--- config.mk ---
export PLATFORM = sky130hd
export DESIGN_NAME = itrx_apb4_slave_regs
export DESIGN_NICKNAME = d
export VERILOG_FILES = /design/src/rtl/itrx_amba4_apb_pkg.sv /design/src/rtl/itrx_apb_wait_cnt.sv /design/src/rtl/itrx_apb4_slave_regs.sv
export SDC_FILE = /design/constraint.sdc
export NUM_CORES = 1
export LEC_CHECK = 0
export BUFFER_PORTS_ARGS = -buffer_cell sky130_fd_sc_hd__buf_2
export CAP_MARGIN = 10
export CORE_AREA = 2 2 252 254
export CTS_CLUSTER_DIAMETER = 80
export DETAILED_ROUTE_END_ITERATION = 16
export DIE_AREA = 0 0 254 256
export GPL_TIMING_DRIVEN = 0
export SYNTH_ARGS = -nofsm -noshare
export SYNTH_HDL_FRONTEND = slang
export SYNTH_SLANG_ARGS = --single-unit
--- constraint.sdc ---
create_clock -name pclk -period 48.6 [get_ports pclk]
set_input_delay 9.72 -clock pclk [delete_from_list [all_inputs] [get_ports pclk]]
set_output_delay 9.72 -clock pclk [all_outputs]
set_load 0.05 [all_outputs]
--- src/rtl/itrx_amba4_apb_pkg.sv ---
// Shared APB4 types and constants for the register slave and its wait-state counter.
package itrx_amba4_apb_pkg;

    typedef enum logic {
        READ  = 1'b0,
        WRITE = 1'b1
    } te_pwrite;

    typedef enum logic [1:0] {
        IDLE   = 2'd0,
        ACCESS = 2'd1,
        WAIT   = 2'd2
    } te_apb_state;

    localparam int PPROT_PRIV  = 0;
    localparam int PPROT_NSEC  = 1;
    localparam int PPROT_INSTR = 2;

    // Counter width able to hold WAITS, never narrower than one bit.
    function automatic int wait_cnt_width(input int waits);
        return (waits > 0) ? $clog2(waits + 1) : 1;
    endfunction

endpackage

--- src/rtl/itrx_apb_wait_cnt.sv ---
// Wait-state down-counter: load with WAITS at setup, count down while the slave stalls.
module itrx_apb_wait_cnt
    import itrx_amba4_apb_pkg::*;
#(
    parameter int WAITS = 0
) (
    input  logic clk_i,
    input  logic rst_i,
    input  logic load_i,
    input  logic dec_i,
    output logic zero_o
);
    localparam int            CW       = wait_cnt_width(WAITS);
    localparam logic [CW-1:0] LOAD_VAL = CW'(WAITS);

    logic [CW-1:0] cnt_q;
    logic [CW-1:0] cnt_d;

    always_comb begin
        cnt_d = cnt_q;
        if (load_i) begin
            cnt_d = LOAD_VAL;
        end else if (dec_i && (cnt_q != '0)) begin
            cnt_d = cnt_q - CW'(1);
        end
    end

    always_ff @(posedge clk_i or posedge rst_i) begin
        if (rst_i) begin
            cnt_q <= '0;
        end else begin
            cnt_q <= cnt_d;
        end
    end

    assign zero_o = (cnt_q == '0);

endmodule

--- src/rtl/itrx_apb4_slave_regs.sv ---
// APB4 slave exposing NREGS byte-strobed registers with optional wait states and
// privileged-write protection; every register is also visible on reg_q.
module itrx_apb4_slave_regs
    import itrx_amba4_apb_pkg::*;
#(
    parameter int                PDATAW  = 32,
    parameter int                NREGS   = 16,
    parameter int                WAITS   = 0,
    parameter logic [31:0]       BASE    = 32'h0,
    parameter logic [PDATAW-1:0] RST_VAL = '0
) (
    input  logic                    pclk,
    input  logic                    preset,
    input  logic [31:0]             paddr,
    input  te_pwrite                pwrite,
    input  logic [PDATAW-1:0]       pwdata,
    input  logic [PDATAW/8-1:0]     pstrb,
    input  logic [2:0]              pprot,
    input  logic                    psel,
    input  logic                    penable,
    output logic [PDATAW-1:0]       prdata,
    output logic                    pready,
    output logic                    pslverr,
    output logic [NREGS*PDATAW-1:0] reg_q,
    output logic [NREGS-1:0]        wr_pulse
);
    localparam int          NB    = PDATAW / 8;
    localparam int          AL    = $clog2(NB);
    localparam logic [31:0] AMASK = 32'(NB - 1);

    te_apb_state       state_q;
    te_apb_state       state_d;
    logic              cnt_load;
    logic              cnt_dec;
    logic              cnt_zero;
    logic              complete;
    logic              acc_err;
    logic              commit;
    logic              rd_hit;
    logic [31:0]       offs;
    logic [31:0]       idx;
    logic [PDATAW-1:0] rd_mux;
    logic [NREGS-1:0]  wr_pulse_q;
    logic [NREGS-1:0]  wr_pulse_d;
    logic              unused_pprot;

    assign unused_pprot = &{1'b0, pprot[PPROT_INSTR], pprot[PPROT_NSEC]};

    // Address decode wraps modulo 2^32; addresses below BASE are caught explicitly.
    assign offs    = paddr - BASE;
    assign idx     = offs >> AL;
    assign acc_err = ((paddr & AMASK) != '0)
                  || (idx >= 32'(NREGS))
                  || (paddr < BASE)
                  || ((pwrite == WRITE) && !pprot[PPROT_PRIV]);

    itrx_apb_wait_cnt #(
        .WAITS (WAITS)
    ) u_wait_cnt (
        .clk_i  (pclk),
        .rst_i  (preset),
        .load_i (cnt_load),
        .dec_i  (cnt_dec),
        .zero_o (cnt_zero)
    );

    always_ff @(posedge pclk or posedge preset) begin
        if (preset) begin
            state_q <= IDLE;
        end else begin
            state_q <= state_d;
        end
    end

    always_comb begin
        state_d  = state_q;
        cnt_load = 1'b0;
        cnt_dec  = 1'b0;
        pready   = 1'b0;
        complete = 1'b0;
        case (state_q)
            IDLE: begin
                if (psel && !penable) begin
                    state_d  = ACCESS;
                    cnt_load = 1'b1;
                end
            end
            ACCESS: begin
                if (!psel) begin
                    state_d = IDLE;
                end else if (!cnt_zero) begin
                    cnt_dec = 1'b1;
                end else begin
                    pready   = 1'b1;
                    complete = 1'b1;
                    if (penable) begin
                        state_d = IDLE;
                    end else begin
                        cnt_load = 1'b1;
                    end
                end
            end
            default: state_d = IDLE;
        endcase
    end

    assign pslverr = pready & acc_err;
    assign commit  = complete && (pwrite == WRITE) && !acc_err;
    assign rd_hit  = complete && (pwrite == READ) && !acc_err;

    always_comb begin
        rd_mux = '0;
        for (int i = 0; i < NREGS; i++) begin
            if (idx == 32'(i)) begin
                rd_mux = reg_q[i*PDATAW +: PDATAW];
            end
        end
    end

    assign prdata = rd_hit ? rd_mux : '0;

    for (genvar gi = 0; gi < NREGS; gi++) begin : g_reg
        logic              hit;
        logic [PDATAW-1:0] data_q;
        logic [PDATAW-1:0] data_d;

        assign hit            = commit && (idx == 32'(gi));
        assign wr_pulse_d[gi] = hit;

        always_comb begin
            data_d = data_q;
            for (int b = 0; b < NB; b++) begin
                if (hit && pstrb[b]) begin
                    data_d[b*8 +: 8] = pwdata[b*8 +: 8];
                end
            end
        end

        always_ff @(posedge pclk or posedge preset) begin
            if (preset) begin
                data_q <= RST_VAL;
            end else begin
                data_q <= data_d;
            end
        end

        assign reg_q[gi*PDATAW +: PDATAW] = data_q;
    end

    // A strobe-less write still commits, so the pulse follows commit, not data change.
    always_ff @(posedge pclk or posedge preset) begin
        if (preset) begin
            wr_pulse_q <= '0;
        end else begin
            wr_pulse_q <= wr_pulse_d;
        end
    end

    assign wr_pulse = wr_pulse_q;

endmodule
# Word level (Yosys, flattened, before mapping)
# Index checks and enable logic that the tools add are counted.
# word_totals
reg_bits,531
in_bits,76
out_inout_bits,562
# op_classes
add_sub_neg,1
magnitude_cmp,2
eq_ne,19
n_mux,35
n_bitwise,2
reduce_logical,98
# op_table
op,count
$mux W32,17
$eq A30 B4 Y1 const B,8
$eq A30 B3 Y1 const B,4
$logic_and A1 B1 Y1,87
$eq A30 B2 Y1 const B,2
$logic_not A32 Y1,1
$lt A32 B1 Y1 const B,1
$reduce_bool A32 Y1,1
$eq A30 B1 Y1 const B,1
$ge A30 B5 Y1 const B,1
$mux W1,12
$mux W2,4
$ne A3 B3 Y1 const B,2
$pmux W2 S2,1
$logic_not A1 Y1,3
$logic_or A1 B1 Y1,3
$reduce_and A3 Y1,1
$eq A2 B1 Y1 const B,1
$logic_not A2 Y1,1
$ne A2 B2 Y1 const B,1
$pmux W1 S2,1
$reduce_bool A2 Y1,1
$and A1 B1 Y1,1
$not A1 Y1,1
$sub A1 B1 Y1 const B,1

# Longest topological paths before layout
# depth
word_depth,18
mapped_depth,10

# Hierarchy
# A second synthesis with hierarchy kept.
# unflattened
hier_cells,1976
hier_area_um2,24933.9
# by_module_without_submodules
mod,n_inst,cells_each,area_per_inst_um2,seq_area_each_um2
itrx_apb4_slave_regs,1,1972,24888.9,13237.7
itrx_apb_wait_cnt,1,4,45.0,25.0

# Worst setup path after synthesis
# OpenSTA, ideal clock, no wires.
# synth_timing
path_kind,in2out
startpoint,input port paddr[19]
endpoint,output port prdata[15]
arrival_time_ns,12.776
required_ns,38.880
setup_slack_ns,26.104
stages,8
path_buffers,1
cell_sequence,nor4_1 -> nand3_1 -> buf_2 -> nor3_4 -> a222oi_1 -> nand3_1 -> o21ai_1 -> a211oi_1
# synth_between
elab_chain_cells,18
word_cells_on_any_way,40
cone_classes,order compare: 2; eq/ne: 15; mux: 17; reduce/logical: 6
# synth_lines
element,line_no,source
"start, declared",itrx_apb4_slave_regs.sv:14,"input logic [31:0] paddr,"
$logic_not A32 Y1,itrx_apb4_slave_regs.sv:114,if (idx == 32'(i)) begin
$mux W32 (16 in series),itrx_apb4_slave_regs.sv:114,
$mux W32 *,itrx_apb4_slave_regs.sv:120,assign prdata = rd_hit ? rd_mux : '0;
"end, declared",itrx_apb4_slave_regs.sv:21,"output logic [PDATAW-1:0] prdata,"
# Mark *: on every way between the ends. The rest lies on a longest branch, timed or not.

# Worst setup path in the final report
# layout_timing
startpoint,input port paddr[19]
endpoint,output port prdata[8]
# Same word-level chain as after synthesis.

==> summary.txt <==
Worst-Skew Late Latency: 0.63 ns
count of input and output buffers: 634
# Max-Cap Violations: 0
Post-synth EDFFs: 0
pwr/cell area: 29.76 nW/µm²
fraction of registers with async set/reset: 100.0%
die area: 65020 µm²
vias per cell: 6.168
post-DP HPWL: 94140 µm
Slew Viols, Final: 0
Post-CTS Hold Buffers: 0
WP depth: 10
Pleak: 16.98 nW
Final Cycle Share: 51.44%
Max Freq: 0.04000 GHz
Final setup viols: 0
routability cong.: 0.9458
Yosys Warn Count: 0
CP most frequent cell: buf_2
number of setup buffers added after CTS: 0
commonest non-fill, non-tap cell in the layout: buf_2
Setup crit start: paddr[19]
relative slew slack: 2.995%
Top Family by Delay on Critical Path: buffers and inverters
initial core utilization: 40.17%
share of cells above drive strength 1: 45.96%
global route overflow: 0
Final WS setup: 23.60 ns
Chip Height: 256 µm
Rows: 92
DR DRC count: 0
antenna violations before repair: 13
post-synth cell types: 72
RSZ-0062 raised after global routing: false
clock root buffer: clkbuf_16
CTS Buf Count: 58
Clock Sinks: 530
post-synthesis register bit count: 530
worst hold path class: register to register
Resize count post-CTS: 0
Final ANT Viol Nets: 0
cells along the critical path: buf_2, nor4_1, nand3_1, buf_2, nor4_1, clkbuf_1, buf_1, a22oi_1, o22ai_1, buf_2
Critical Path Sink Type: primary output
Layout Cells excl Fill: 3438
setup_tns: 0 ns
Mean Syn Cell Area: 13.64 µm²
Worst EP arrival: 15.28 ns
Slew @ Worst Pin: 1.455 ns
clock-pin slew on the worst setup and hold paths: 0.06 ns
post-synthesis sequential area ratio: 52.92%
Core Box Area: 62390 µm²
Max Root-Sink Buffers: 3
min Tclk post-route: 25.00 ns
Nets: 2620
reg2reg end: g_reg[4].data_q[4]$_DFFE_PP0P_
Final Hold Vio Count: 0
maximum fanout along the worst path: 10
Layout area overhead: 25.53%
startpoint types: input port
Netlist Area Pre-Place: 25060 µm²
Post-Synthesis Cells: 1837
# IOs: 638
Crit path buffers/inverters: 5
RR Startpoint: u_wait_cnt.cnt_q$_DFFE_PP0P_
slowest CP cell: clkbuf_1
# H-tree levels: 2
vias in the first global route: 21040
Synth area leader: dfrtp_1
Crit Path Class: input port to primary output
drt total wl: 125500 µm
status: finished clean
worst path required time: 38.88 ns
Finished Core Util: 50.42%
dpl cells: 3329
commonest cells after routing, fill and taps aside: buf_2, dfrtp_1, mux2_2
Reg2Reg Depth: 4
setup slack, reg-to-reg: 46.06 ns
Total GRT Usage: 37.97%
Synth area leaders: dfrtp_1, mux2_2, mux2_1, mux2_4, mux4_2
Mapped Nets: 1913
Initial DRT Pass Iterations: 6
crit path capture: prdata[8]
Setup WS pre-CTS: 23.92 ns
top cell type's share of synthesized area: 52.92%
peak supply drop: 0.02543 mV
Avg WL per Cell: 36.52 µm
via count: 21210
Worst path max stage delay: 1.03 ns
Final Skew: 0.008744 ns
Chip Width: 254 µm
Top FF cell, synth: dfrtp_1
FILL cells: 5693
TritonCTS clock tree: yes
first-pass GRT wire length: 171300 µm
pin count of the biggest net entering global routing: 125
Iter 0 DRT Violations: 2493
-- synthesized netlist by cell type (all sizes together), types with 4 or more instances --
cell	count
and3	5
a211oi	7
nand3	11
nor2	60
a222oi	22
inv	15
o21ai	57
a221oi	19
a32oi	4
o221ai	12
a311o	5
nand2	137
o211ai	9
mux4	28
a31oi	9
o22ai	21
o2111ai	11
buf	39
mux2i	7
nor4	19
nor2b	11
a21oi	39
a221o	18
clkbuf	79
mux2	523
a22oi	45
a22o	4
nand2b	8
o2bb2ai	6
dfrtp	530
nor3	27
nand4	6
and2	9
-- layer usage --
layer	wire length, µm	global-route usage (%)	up-vias
li1	-	-	8388
met1	48320	48.98	11090
met2	55160	56.77	1380
met3	14000	12.08	343
met4	8024	20.34	8
met5	45	0	-
-- worst register-to-register path: cells and delay by family, from the launching register on --
family | cells | cell delay, ns
flops | 1 | 0.40
simple gates | 3 | 1.58
mux | 1 | 0.44
-- metrics by stage --
| step | hold WS, ns | power (mW) | instance area, µm² |
|---|---|---|---|
| after floorplan | 0.5098 | 0.4686 | 25060 |
| after global placement | 0.4944 | 0.4899 | 29290 |
| after detailed placement | 0.5001 | 0.4914 | 29530 |
| after CTS | 0.5140 | 0.9379 | 31440 |
| after global routing | 0.5358 | 0.9580 | 31450 |
| final | 0.5129 | 0.9362 | 31460 |
-- report_power, final --
group          switching [mW]  internal, mW
sequential          0.0000224         0.441
combinational          0.0347       0.00819
clock                   0.189         0.263
total                   0.224         0.712
-- sequential cells by signal, summed over array words and instances (netlist names) --
name and count:
g.data_q 512, state_q 1, wr_pulse 16, u_wait_cnt.cnt_q 1
-- worst min-delay path by stage --
stage / cells past startpoint / slack (ns) / start / to
2_1_floorplan: 1 / 0.51 / u_wait_cnt.cnt_q$_DFFE_PP0P_ / u_wait_cnt.cnt_q$_DFFE_PP0P_
3_3_place_gp: 1 / 0.49 / g_reg[3].data_q[24]$_DFFE_PP0P_ / g_reg[3].data_q[24]$_DFFE_PP0P_
3_5_place_dp: 1 / 0.50 / g_reg[3].data_q[29]$_DFFE_PP0P_ / g_reg[3].data_q[29]$_DFFE_PP0P_
4_1_cts: 1 / 0.51 / g_reg[3].data_q[29]$_DFFE_PP0P_ / g_reg[3].data_q[29]$_DFFE_PP0P_
5_1_grt: 1 / 0.54 / g_reg[3].data_q[1]$_DFFE_PP0P_ / g_reg[3].data_q[1]$_DFFE_PP0P_
6_report: 1 / 0.51 / g_reg[6].data_q[21]$_DFFE_PP0P_ / g_reg[6].data_q[21]$_DFFE_PP0P_
-- final cells by class --
class	instances	area (µm²)	share of cell area, %
diodes	5	12.51	0.03977
inverters	15	63.81	0.2028
plain buffers	118	554.3	1.762
well taps	846	1059	3.365
multi-input cells	1174	11220	35.65
flip-flops and latches	530	13260	42.16
repair buffers	647	3379	10.74
clock inverters	14	152.6	0.4852
clock buffers	89	1759	5.592
-- logic make-up (layout without fill, tap and decap cells) --
kind of cell	after synthesis	count (layout)	synth area share (%)
AOI/OAI and AO/OA	314	314	9.222
buffers and inverters	133	883	2.436
other	0	5	0
and+or+nand+nor	302	302	8.403
muxes	558	558	27.02
DFF	530	530	52.92
No activity file was read; power rests on OpenSTA's default activity.
